## src/rtl/ls_exec_unit.sv

```systemverilog
// Load/store execution unit: takes one LDUR/STUR from the reservation station,
// performs a single memory access and posts the completion back to the ROB.
// Ports: in_clk/in_rst; in_rs_* issue port with out_rs_ready;
//        out_mem_req/we/addr/wdata with in_mem_ack/in_mem_rdata memory port;
//        out_rob_done/dst_rob_index/value/fault completion port; in_rob_is_mispred flush.
// Latency: start at N, ack at N+1 at the earliest, done at N+2; misaligned done at N+1.
// Backpressure: one op in flight; out_rs_ready is low until the unit is back in IDLE.

package ls_exec_pkg;
  typedef enum logic [2:0] {
    FU_OP_NOP  = 3'd0,
    FU_OP_ADD  = 3'd1,
    FU_OP_SUB  = 3'd2,
    FU_OP_LDUR = 3'd3,
    FU_OP_STUR = 3'd4
  } fu_op_t;
endpackage

module ls_exec_unit
  import ls_exec_pkg::*;
#(
  parameter int TIMEOUT_CYCLES = 255,
  parameter int ALIGN_BYTES    = 8,
  parameter int GPR_SIZE       = 64,
  parameter int ROB_IDX_SIZE   = 6
) (
  input  logic                    in_clk,
  input  logic                    in_rst,
  input  logic                    in_rs_start,
  input  fu_op_t                  in_rs_op,
  input  logic [GPR_SIZE-1:0]     in_rs_val_a,
  input  logic [GPR_SIZE-1:0]     in_rs_val_b,
  input  logic [ROB_IDX_SIZE-1:0] in_rs_dst_rob_index,
  input  logic                    in_rob_is_mispred,
  output logic                    out_rs_ready,
  output logic                    out_mem_req,
  output logic                    out_mem_we,
  output logic [GPR_SIZE-1:0]     out_mem_addr,
  output logic [GPR_SIZE-1:0]     out_mem_wdata,
  input  logic                    in_mem_ack,
  input  logic [GPR_SIZE-1:0]     in_mem_rdata,
  output logic                    out_rob_done,
  output logic [ROB_IDX_SIZE-1:0] out_rob_dst_rob_index,
  output logic [GPR_SIZE-1:0]     out_rob_value,
  output logic                    out_rob_fault
);

  localparam logic [GPR_SIZE-1:0] ALIGN_MASK = GPR_SIZE'(ALIGN_BYTES - 1);
  // Counter value on the last REQ cycle allowed without an ack.
  localparam logic [7:0]          TMO_LAST   = 8'(TIMEOUT_CYCLES - 1);

  typedef enum logic [1:0] {S_IDLE, S_REQ, S_DONE} state_t;

  state_t                  state_q, state_d;
  logic                    is_st_q, is_st_d;
  logic [GPR_SIZE-1:0]     addr_q, addr_d;
  logic [GPR_SIZE-1:0]     wdata_q, wdata_d;
  logic [ROB_IDX_SIZE-1:0] tag_q, tag_d;
  logic [GPR_SIZE-1:0]     value_q, value_d;
  logic                    fault_q, fault_d;
  logic [7:0]              cnt_q, cnt_d;

  always_comb begin
    state_d = state_q;
    is_st_d = is_st_q;
    addr_d  = addr_q;
    wdata_d = wdata_q;
    tag_d   = tag_q;
    value_d = value_q;
    fault_d = fault_q;
    cnt_d   = cnt_q;
    unique case (state_q)
      S_IDLE: begin
        // Non-memory ops and starts during a flush are silently dropped.
        if (in_rs_start && !in_rob_is_mispred &&
            (in_rs_op == FU_OP_LDUR || in_rs_op == FU_OP_STUR)) begin
          is_st_d = (in_rs_op == FU_OP_STUR);
          addr_d  = in_rs_val_a;
          wdata_d = in_rs_val_b;
          tag_d   = in_rs_dst_rob_index;
          value_d = '0;
          cnt_d   = '0;
          if ((in_rs_val_a & ALIGN_MASK) == '0) begin
            state_d = S_REQ;
            fault_d = 1'b0;
          end else begin
            state_d = S_DONE;
            fault_d = 1'b1;
          end
        end
      end
      S_REQ: begin
        // A flush wins over a coincident ack; the ack is discarded.
        if (in_rob_is_mispred) begin
          state_d = S_IDLE;
        end else if (in_mem_ack) begin
          value_d = is_st_q ? '0 : in_mem_rdata;
          state_d = S_DONE;
        end else if (cnt_q == TMO_LAST) begin
          value_d = '0;
          fault_d = 1'b1;
          state_d = S_DONE;
        end else begin
          cnt_d = cnt_q + 8'd1;
        end
      end
      S_DONE: begin
        state_d = S_IDLE;
      end
      default: begin
        state_d = S_IDLE;
      end
    endcase
  end

  always_ff @(posedge in_clk or posedge in_rst) begin
    if (in_rst) begin
      state_q <= S_IDLE;
      is_st_q <= 1'b0;
      addr_q  <= '0;
      wdata_q <= '0;
      tag_q   <= '0;
      value_q <= '0;
      fault_q <= 1'b0;
      cnt_q   <= '0;
    end else begin
      state_q <= state_d;
      is_st_q <= is_st_d;
      addr_q  <= addr_d;
      wdata_q <= wdata_d;
      tag_q   <= tag_d;
      value_q <= value_d;
      fault_q <= fault_d;
      cnt_q   <= cnt_d;
    end
  end

  // Ready is masked by reset so it reads 0 while reset is held.
  assign out_rs_ready          = (state_q == S_IDLE) && !in_rst;
  assign out_mem_req           = (state_q == S_REQ);
  assign out_mem_we            = (state_q == S_REQ) && is_st_q;
  assign out_mem_addr          = (state_q == S_REQ) ? addr_q  : '0;
  assign out_mem_wdata         = (state_q == S_REQ) ? wdata_q : '0;
  assign out_rob_done          = (state_q == S_DONE);
  assign out_rob_dst_rob_index = tag_q;
  assign out_rob_value         = value_q;
  assign out_rob_fault         = fault_q;

endmodule

```

## config.mk

```make
export PLATFORM = sky130hd
export DESIGN_NAME = ls_exec_unit
export DESIGN_NICKNAME = d
export VERILOG_FILES = /design/src/rtl/ls_exec_unit.sv
export SDC_FILE = /design/constraint.sdc
export NUM_CORES = 1
export LEC_CHECK = 0
export CORE_AREA = 2 2 158 160
export DETAILED_ROUTE_END_ITERATION = 12
export DIE_AREA = 0 0 160 162
export PLACE_DENSITY_LB_ADDON = 0.2
export SLEW_MARGIN = 0
export SYNTH_ARGS = -nofsm -noshare
export SYNTH_HDL_FRONTEND = slang
export SYNTH_SLANG_ARGS = --single-unit
```

## constraint.sdc

```tcl
create_clock -name in_clk -period 15.75 [get_ports in_clk]
set_input_delay 2.3625 -clock in_clk [delete_from_list [all_inputs] [get_ports in_clk]]
set_output_delay 2.3625 -clock in_clk [all_outputs]
set_load 0.05 [all_outputs]
```

==> flow_summary.ini, run 1 <==
[run_status]
status = finished clean

[floorplanning]
initial_core_util_pct = 37.2
design.die.area_um2 = 25900
fp.dieH_um = 162
die_x_um = 160
core_area_um2 = 24100
num_rows = 57
ios = 409

[synth]
syn_avg_cell_area_um2 = 13.8
synth_edf_count = 0
postSynthCellCount = 651
synth.distinct_cells = 47
ys_warn_count = 0
synth-seq-area-share_pct = 58.5
syn-num-nets = 859
synthFlopType = dfrtp_1
ys_ff_latch = 210
synthesis.area_um2 = 8980
synthArstFlopShare_pct = 100

[setup_path]
end_kind = output pin
cp_top_family = buffers and inverters
startpoint_type = primary input
rrSetupSlack_ns = 12.82
arrival_ns = 3.88
critPathMaxStageDelay_ns = 0.83
critical_path_class = in -> out
cp_max_fo = 2
cpMostUsedCell = clkdlybuf4s50_1
crit_path_cell_trace = clkdlybuf4s50_1 > nor3_1 > clkdlybuf4s50_1
crit_required_ns = 13.39
slowest_stage = clkdlybuf4s50_1
cp.buffers_inverters = 2

[placement]
pre_cts_slack_ns = 9.49
dp_hpwl_um = 17800
place.gp.congestion = 0.761
io_buffers = 408

[timing]
tns_ns = 0
setup_ws_ns = 9.51
layout_min_cycle_time_ns = 6.24
fmax_mhz = 160
worstMarginPinSlew_ns = 0.920
finalCritPeriodShare_pct = 39.6
drv_slew = 0
slew_headroom_pct = 38.7
finalSetupViolCount = 0
fin_skew_ns = 0.00555
hold_viol = 0
rsz0062_at_grt = no

[clocking]
cts_buffers = 25
cts_setup_buffers = 0
cts_buffer_depth = 3
cts-root-buf = clkbuf_16
clk_pin_slew_ns = 0.06
cts_hold_buf = 0
cts_tree = yes
htree_levels = 1
numClockSinks = 210
cts-resized-gates = 0
insertion_delay_ns = 0.51

[power_and_ir_drop]
ir_drop_uv = 73.8
p_leak_nw = 5.98
p_per_area_nw_per_um2 = 106

[routing]
wl_per_cell_um = 18.5
dr.pass1.iters = 4
drtAntennaViolNets = 0
first_iter_violations = 368
drc = 0
via_per_inst = 4.80
vias = 6665
routed_wl_um = 25700

[global_routing]
grt.overflow.total = 0
grt_pass1_vias = 7018
grt_first_pass_wirelength_um = 40200
grt_usage_pct = 19.5
antenna_found_initial = 0
grt_max_degree = 94

[layout]
final_common_cell = clkdlybuf4s50_1
fill_cells = 2030
nets = 1258
antenna_cells = 0
drive_above_1_share_pct = 17.7
area.growth.synth_to_final_pct = 56.1
layout_common_cells = clkdlybuf4s50_1 (408), dfrtp_1 (210), mux2_2 (134)

[worst_hold_path]
worst_hold_path_type = reg -> reg

[run]
drv_cap = 0
-- cell type report --
class                      count  area [µm²]  share of cell area, %
sequential                   210        5260                   37.5
clock buffer                  34         709                   5.06
inverter                       7        35.0                  0.250
tap                          324         405                   2.89
multi-input combinational    391        3350                   23.9
timing repair buffer         415        4140                   29.5
clock inverter                 8         118                  0.840
-- synthesized netlist by cell type (all sizes together), types with 2 or more instances --
master,count,share of area (%)
o21ai,7,0.43
and2,129,9.0
a21oi,2,0.11
or3,2,0.14
o31ai,3,0.40
dfrtp,210,59
nand3,4,0.22
ha,2,0.28
o31a,2,0.20
a22o,65,6.3
o41ai,2,0.20
buf,30,3.5
mux2,134,17
nor2,4,0.17
clkbuf,13,0.54
nand2,9,0.46
nor3,3,0.17
inv,7,0.29
nand2b,2,0.22
-- stage by stage --
stage                     std cells  cell area [µm²]  total power [mW]  hold WS [ns]  utilization, %
after floorplan                 651             8980             0.818         0.470               -
after global placement         1347            13200             0.909         0.478            54.7
after detailed placement       1347            13200             0.920         0.481            54.7
after CTS                      1389            14000              1.51         0.497            58.1
after global routing           1389            14000              1.56         0.503            58.1
final                          1389            14000              1.49         0.493            58.1
-- routing by layer --
metal	GRT usage [%]	up-vias	part of all wire, %
li1	-	3085	-
met1	23.4	3227	40
met2	32.5	302	47
met3	7.97	51	11
met4	5.73	0	2.7
met5	0	-	0
-- logic make-up (layout without fill, tap and decap cells) --
kind of cell | Yosys count | in the layout | share of synthesized area [%]
and+or+nand+nor | 164 | 164 | 11.4
muxes | 135 | 135 | 16.9
buffers and inverters | 50 | 464 | 4.29
AOI/OAI and AO/OA | 90 | 90 | 8.55
adders and majority gates | 2 | 2 | 0.279
DFF | 210 | 210 | 58.5
-- path summary, 6_finish.rpt --
kind	cells after the start	from	end
min in group asynchronous	2	in_rst	out_rob_dst_rob_index[4]$_DFFE_PP0P_
setup reg to reg	5	state_q[0]$_DFFE_PP0P_	wdata_q[45]$_DFFE_PP0P_
hold reg to reg	1	wdata_q[9]$_DFFE_PP0P_	wdata_q[9]$_DFFE_PP0P_
hold / removal	1	wdata_q[9]$_DFFE_PP0P_	wdata_q[9]$_DFFE_PP0P_
max in group asynchronous	4	in_rst	is_st_q$_DFFE_PP0P_
setup / recovery	3	in_rst	out_rs_ready
-- report_power, final --
part	switching, mW	internal [mW]	leakage (nW)
Clock	0.221	0.361	0.407
Combinational	0.0964	0.137	2.91
Sequential	0.0395	0.634	2.66
-- sequential cells by signal, indices dropped and copies added, names as in the netlist --
name and count:
wdata_q 64, is_st_q 1, out_rob_dst_rob_index 6, addr_q 64, state_q 2, out_rob_value 64
out_rob_fault 1, cnt_q 8
Power figures use the tool's default switching activity.
==> run 2, diff against run 1 <==
--- a/config.mk
+++ b/config.mk
@@ -5,9 +5,9 @@
 export SDC_FILE = /design/constraint.sdc
 export NUM_CORES = 1
 export LEC_CHECK = 0
-export CORE_AREA = 2 2 158 160
+export CORE_AREA = 2 2 159 161
 export DETAILED_ROUTE_END_ITERATION = 12
-export DIE_AREA = 0 0 160 162
+export DIE_AREA = 0 0 161 163
 export PLACE_DENSITY_LB_ADDON = 0.2
 export SLEW_MARGIN = 0
 export SYNTH_ARGS = -nofsm -noshare
==> constraint.sdc (replaced) <==
create_clock -name in_clk -period 5.9 [get_ports in_clk]
set_input_delay 0.885 -clock in_clk [delete_from_list [all_inputs] [get_ports in_clk]]
set_output_delay 0.885 -clock in_clk [all_outputs]
set_load 0.05 [all_outputs]
==> run 2 against run 1 <==
Compared with the run above:
- die area is 1.2% higher
- clock skew up 0.0020 ns
- sequential power grew to 2.7 times the previous value
- sequential share of layout area up 0.087 points
- register-to-register slack worse by 9.6 ns
- worst hold slack improved by 0.0011 ns
- clock power up 150%
- setup slack worse by 7.7 ns
- flip-flop and latch count unchanged
- wire length shrank 1.1%
- first-iteration DRC count decreased by 23%
- critical path type is now reg -> out
- largest power group unchanged
==> flow_summary.ini, run 2 (synthesis results as in run 1) <==
[run_status]
status = finished clean

[routing]
dr.pass1.iters = 4
routed_wl_um = 25500
wl_per_cell_um = 18.2
first_iter_violations = 282
via_per_inst = 4.70
vias = 6562
drtAntennaViolNets = 0
drc = 0

[placement]
pre_cts_slack_ns = 2.33
placed_cell_area_um2 = 13200
place.gp.congestion = 0.789
io_buffers = 408
dp_hpwl_um = 17500

[setup_path]
end_kind = output pin
crit_required_ns = 5.02
crit_path_start = state_q[0]$_DFFE_PP0P_
cp_max_fo = 82
rr_startpoint = state_q[0]$_DFFE_PP0P_
critical_path_class = reg -> out
arrival_ns = 3.17
startpoint_type = register

[clocking]
clk_pin_slew_ns = 0.06
cts_tree = yes
htree_levels = 1
insertion_delay_ns = 0.51
cts-root-buf = clkbuf_16
cts_setup_buffers = 0
cts_buffer_depth = 3
numClockSinks = 210
cts_hold_buf = 0
cts_buffers = 25
cts-resized-gates = 0

[power_and_ir_drop]
power_mw = 3.88
p_leak_nw = 5.95
ir_drop_uv = 219
p_per_area_nw_per_um2 = 278

[floorplanning]
ios = 409
design.die.area_um2 = 26200
core_area_um2 = 24700
die_x_um = 161
fp.dieH_um = 163
num_rows = 58
initial_core_util_pct = 36.4

[run]
drv_cap = 0

[global_routing]
grt_pass1_vias = 6810
grt_usage_pct = 18.8
antenna_found_initial = 0
grt.overflow.total = 0
grt_max_degree = 123
grt_first_pass_wirelength_um = 38900

[layout]
nets = 1258
finish.instance_area_um2 = 14000
antenna_cells = 0
area.growth.synth_to_final_pct = 55.7
fill_cells = 2133
layout_common_cells = clkdlybuf4s50_1 (408), dfrtp_1 (210), mux2_2 (134)
final_common_cell = clkdlybuf4s50_1
drive_above_1_share_pct = 17.2
final_util_pct = 56.6

[timing]
finalSetupViolCount = 0
drv_slew = 0
worstMarginPinSlew_ns = 1.02
finalCritPeriodShare_pct = 68.7
slew_headroom_pct = 31.7
tns_ns = 0
rsz0062_at_grt = no
hold_viol = 0
setup_ws_ns = 1.85
fin_skew_ns = 0.00751
fmax_mhz = 247
layout_min_cycle_time_ns = 4.05

[worst_hold_path]
worst_hold_path_type = reg -> reg
min_from = wdata_q[57]$_DFFE_PP0P_
run 2: changes by cell type in the layout (fill, tap and decap cells not counted), moves of 2 or more:
cell,before,now
buf_4,7,5
bufinv_16,3,1
buf_12,0,2
clkinv_2,5,3
clkbuf_1,4,11
run 2: path summary, 6_finish.rpt:
check | endpoint | slack, ns | cells past startpoint
min in group asynchronous | state_q[0]$_DFFE_PP0P_ | 0.94 | 2
worst max register to register | out_rob_value[11]$_DFFE_PP0P_ | 3.24 | 6
worst min register to register | wdata_q[57]$_DFFE_PP0P_ | 0.49 | 1
max in group asynchronous | addr_q[10]$_DFFE_PP0P_ | 3.80 | 3
worst max-delay path | out_mem_wdata[37] | 1.85 | 5
worst min-delay path | wdata_q[57]$_DFFE_PP0P_ | 0.49 | 1
run 2: report_power, final:
group | switching [mW] | internal, mW | total [mW]
combinational | 0.257 | 0.366 | 0.623
clock | 0.574 | 0.873 | 1.45
sequential | 0.117 | 1.69 | 1.81
run 2: metal layers:
layer	track usage [%]	wire length, µm
met5	0	0
met4	5.60	720
met3	6.04	2320
met1	23.1	10200
met2	32.0	12200
run 2: area by class of cell:
class	instances	area, µm²	area share [%]
sequential	210	5260	37.6
timing repair buffer	415	4160	29.8
multi-input combinational	391	3350	24.0
clock buffer	40	722	5.17
tap	330	413	2.95
clock inverter	4	45.0	0.322
inverter	7	30.0	0.215
run 2: worst max-delay path: stages, from the launching register on:
cell and delay, ns:
dfrtp_1 0.49, nand2b_4 0.11, inv_2 0.63, buf_12 0.34, and2_1 0.19, clkdlybuf4s50_1 0.82
run 2: metrics by stage:
stage | hold slack [ns] | cells
6_report | 0.494 | 1397
5_1_grt | 0.505 | 1397
4_1_cts | 0.497 | 1397
3_5_place_dp | 0.482 | 1353
3_3_place_gp | 0.478 | 1353
2_1_floorplan | 0.470 | 651
==> run 3, diff against run 2 <==
==> constraint.sdc (replaced) <==
create_clock -name in_clk -period 3.8 [get_ports in_clk]
set_input_delay 0.57 -clock in_clk [delete_from_list [all_inputs] [get_ports in_clk]]
set_output_delay 0.57 -clock in_clk [all_outputs]
set_load 0.05 [all_outputs]
==> run 3 against run 2 <==
Compared with the run above:
- non-clock buffer count increased by 3
- setup slack worse by 1.3 ns
- flip-flop and latch count unchanged
- die area unchanged
- worst hold slack worse by 0.0018 ns
- sequential power grew 55%
- power rose by 55%
- largest cell class unchanged
- critical path depth is the same
- via count rose by 1.6%
==> flow_summary.ini, run 3 (synthesis results as in run 1) <==
[run_status]
status = finished clean

[clocking]
cts_buffers = 25
cts_setup_buffers = 0
cts_tree = yes
clk_pin_slew_ns = 0.05
cts_hold_buf = 0
cts-root-buf = clkbuf_16
htree_levels = 1
cts-resized-gates = 0
cts_buffer_depth = 3
numClockSinks = 210
insertion_delay_ns = 0.52

[global_routing]
met3_usage_pct = 6.77
grt.overflow.total = 0
use_met2_pct = 31.1
grt_pass1_vias = 6785
busiest_layer = met2
antenna_found_initial = 1
grt_usage_pct = 18.7
grt_first_pass_wirelength_um = 38900
grt_max_degree = 115
met1_usage_pct = 23.0

[placement]
dp_hpwl_um = 17600
place.gp.congestion = 0.786
io_buffers = 408

[setup_path]
startpoint_type = register
critical_path_class = reg -> out
rrSetupSlack_ns = 1.52
critPathMaxStageDelay_ns = 0.82
cp_max_fo = 59
rr_startpoint = state_q[0]$_DFFE_PP0P_
slowest_stage = clkdlybuf4s50_1
reg2reg_to = out_rob_value[28]$_DFFE_PP0P_
arrival_ns = 2.68
end_kind = output pin
r2r_cells = 7
crit_required_ns = 3.23
crit_path_cell_trace = nand2b_4 > inv_2 > buf_4 > and2_1 > clkdlybuf4s50_1

[timing]
finalSetupViolCount = 0
drv_slew = 0
finalCritPeriodShare_pct = 85.5
tns_ns = 0
timing.hold.ws_ns = 0.492
hold_viol = 0
layout_min_cycle_time_ns = 3.25
slew_headroom_pct = 49.4
fmax_mhz = 308
rsz0062_at_grt = no
fin_skew_ns = 0.00633
worstMarginPinSlew_ns = 0.752

[floorplanning]
num_rows = 58
core_area_um2 = 24700
die_x_um = 161
initial_core_util_pct = 36.4
design.die.area_um2 = 26200
fp.dieH_um = 163
ios = 409

[layout]
area.growth.synth_to_final_pct = 56.3
layout_common_cells = clkdlybuf4s50_1 (408), dfrtp_1 (210), mux2_2 (134)
multiInputGateArea_um2 = 3350
final_common_cell = clkdlybuf4s50_1
fill_cells = 2060
ff_latch_area_um2 = 5260
nets = 1261
drive_above_1_share_pct = 17.7

[power_and_ir_drop]
p_leak_nw = 5.98
ir_drop_uv = 314
p_per_area_nw_per_um2 = 429

[worst_hold_path]
worst_hold_path_type = reg -> reg
holdPathStages = 1
min_from = addr_q[60]$_DFFE_PP0P_
holdPathEnd = addr_q[60]$_DFFE_PP0P_

[routing]
first_iter_violations = 348
dr.pass1.iters = 4
routed_wl_um = 25200
drc = 0
wl_per_cell_um = 18.0
drtAntennaViolNets = 0
vias = 6667
via_per_inst = 4.77

[run]
drv_cap = 0
## run 3: cell count changes in the layout (fill, tap and decap cells not counted)
cell	delta
buf_12	+2
buf_4	+1
bufinv_16	-1
clkbuf_1	-4
clkbuf_8	+3
clkinv_2	-2
clkinv_4	+1
diode_2	+1
inv_6	+1
## run 3: metrics by stage
step,util (%),cells,setup WS [ns],cell area [µm²],power (mW)
floorplan,-,651,0.502,8980,3.39
global placement,53.7,1356,1.09,13300,3.80
detailed placement,53.7,1356,1.07,13300,3.83
CTS,56.9,1398,0.507,14000,6.11
global route,56.9,1398,0.369,14000,6.32
finish,56.9,1399,0.553,14000,6.02
## run 3: power by group
group,total [mW],switching [mW],internal [mW]
sequential,2.81,0.176,2.63
clock,2.24,0.897,1.34
combinational,0.973,0.401,0.572
## run 3: how the worst max path moves through the flow
stage                                start                    end  slack (ns)  depth (start not counted)
floorplan                           in_rst  addr_q[0]$_DFFE_PP0P_        0.50                          1
global placement    state_q[0]$_DFFE_PP0P_      out_mem_wdata[50]        1.09                          5
detailed placement  state_q[0]$_DFFE_PP0P_      out_mem_wdata[50]        1.07                          5
CTS                 state_q[0]$_DFFE_PP0P_      out_mem_wdata[50]        0.51                          5
global route        state_q[0]$_DFFE_PP0P_      out_mem_wdata[50]        0.37                          5
finish              state_q[0]$_DFFE_PP0P_       out_mem_addr[46]        0.55                          5
## run 3: cell type report
class                      instances  share of cell area [%]
antenna                            1                  0.0178
tap                              330                    2.94
sequential                       210                    37.5
multi-input combinational        391                    23.9
inverter                           7                   0.214
timing repair buffer             418                    30.0
clock buffer                      39                    5.33
clock inverter                     3                   0.161
## run 3: layer usage
layer	vias to the layer above	share of wire [%]
met5	-	0
met4	0	2.9
met3	40	9.5
met2	289	48
met1	3244	40
li1	3094	-
## run 3: worst max-delay path, delay by kind of cell (launching register included)
kind,cells,cell delay (ns)
buf+inv,3,1.31
flops,1,0.50
simple gates,2,0.33
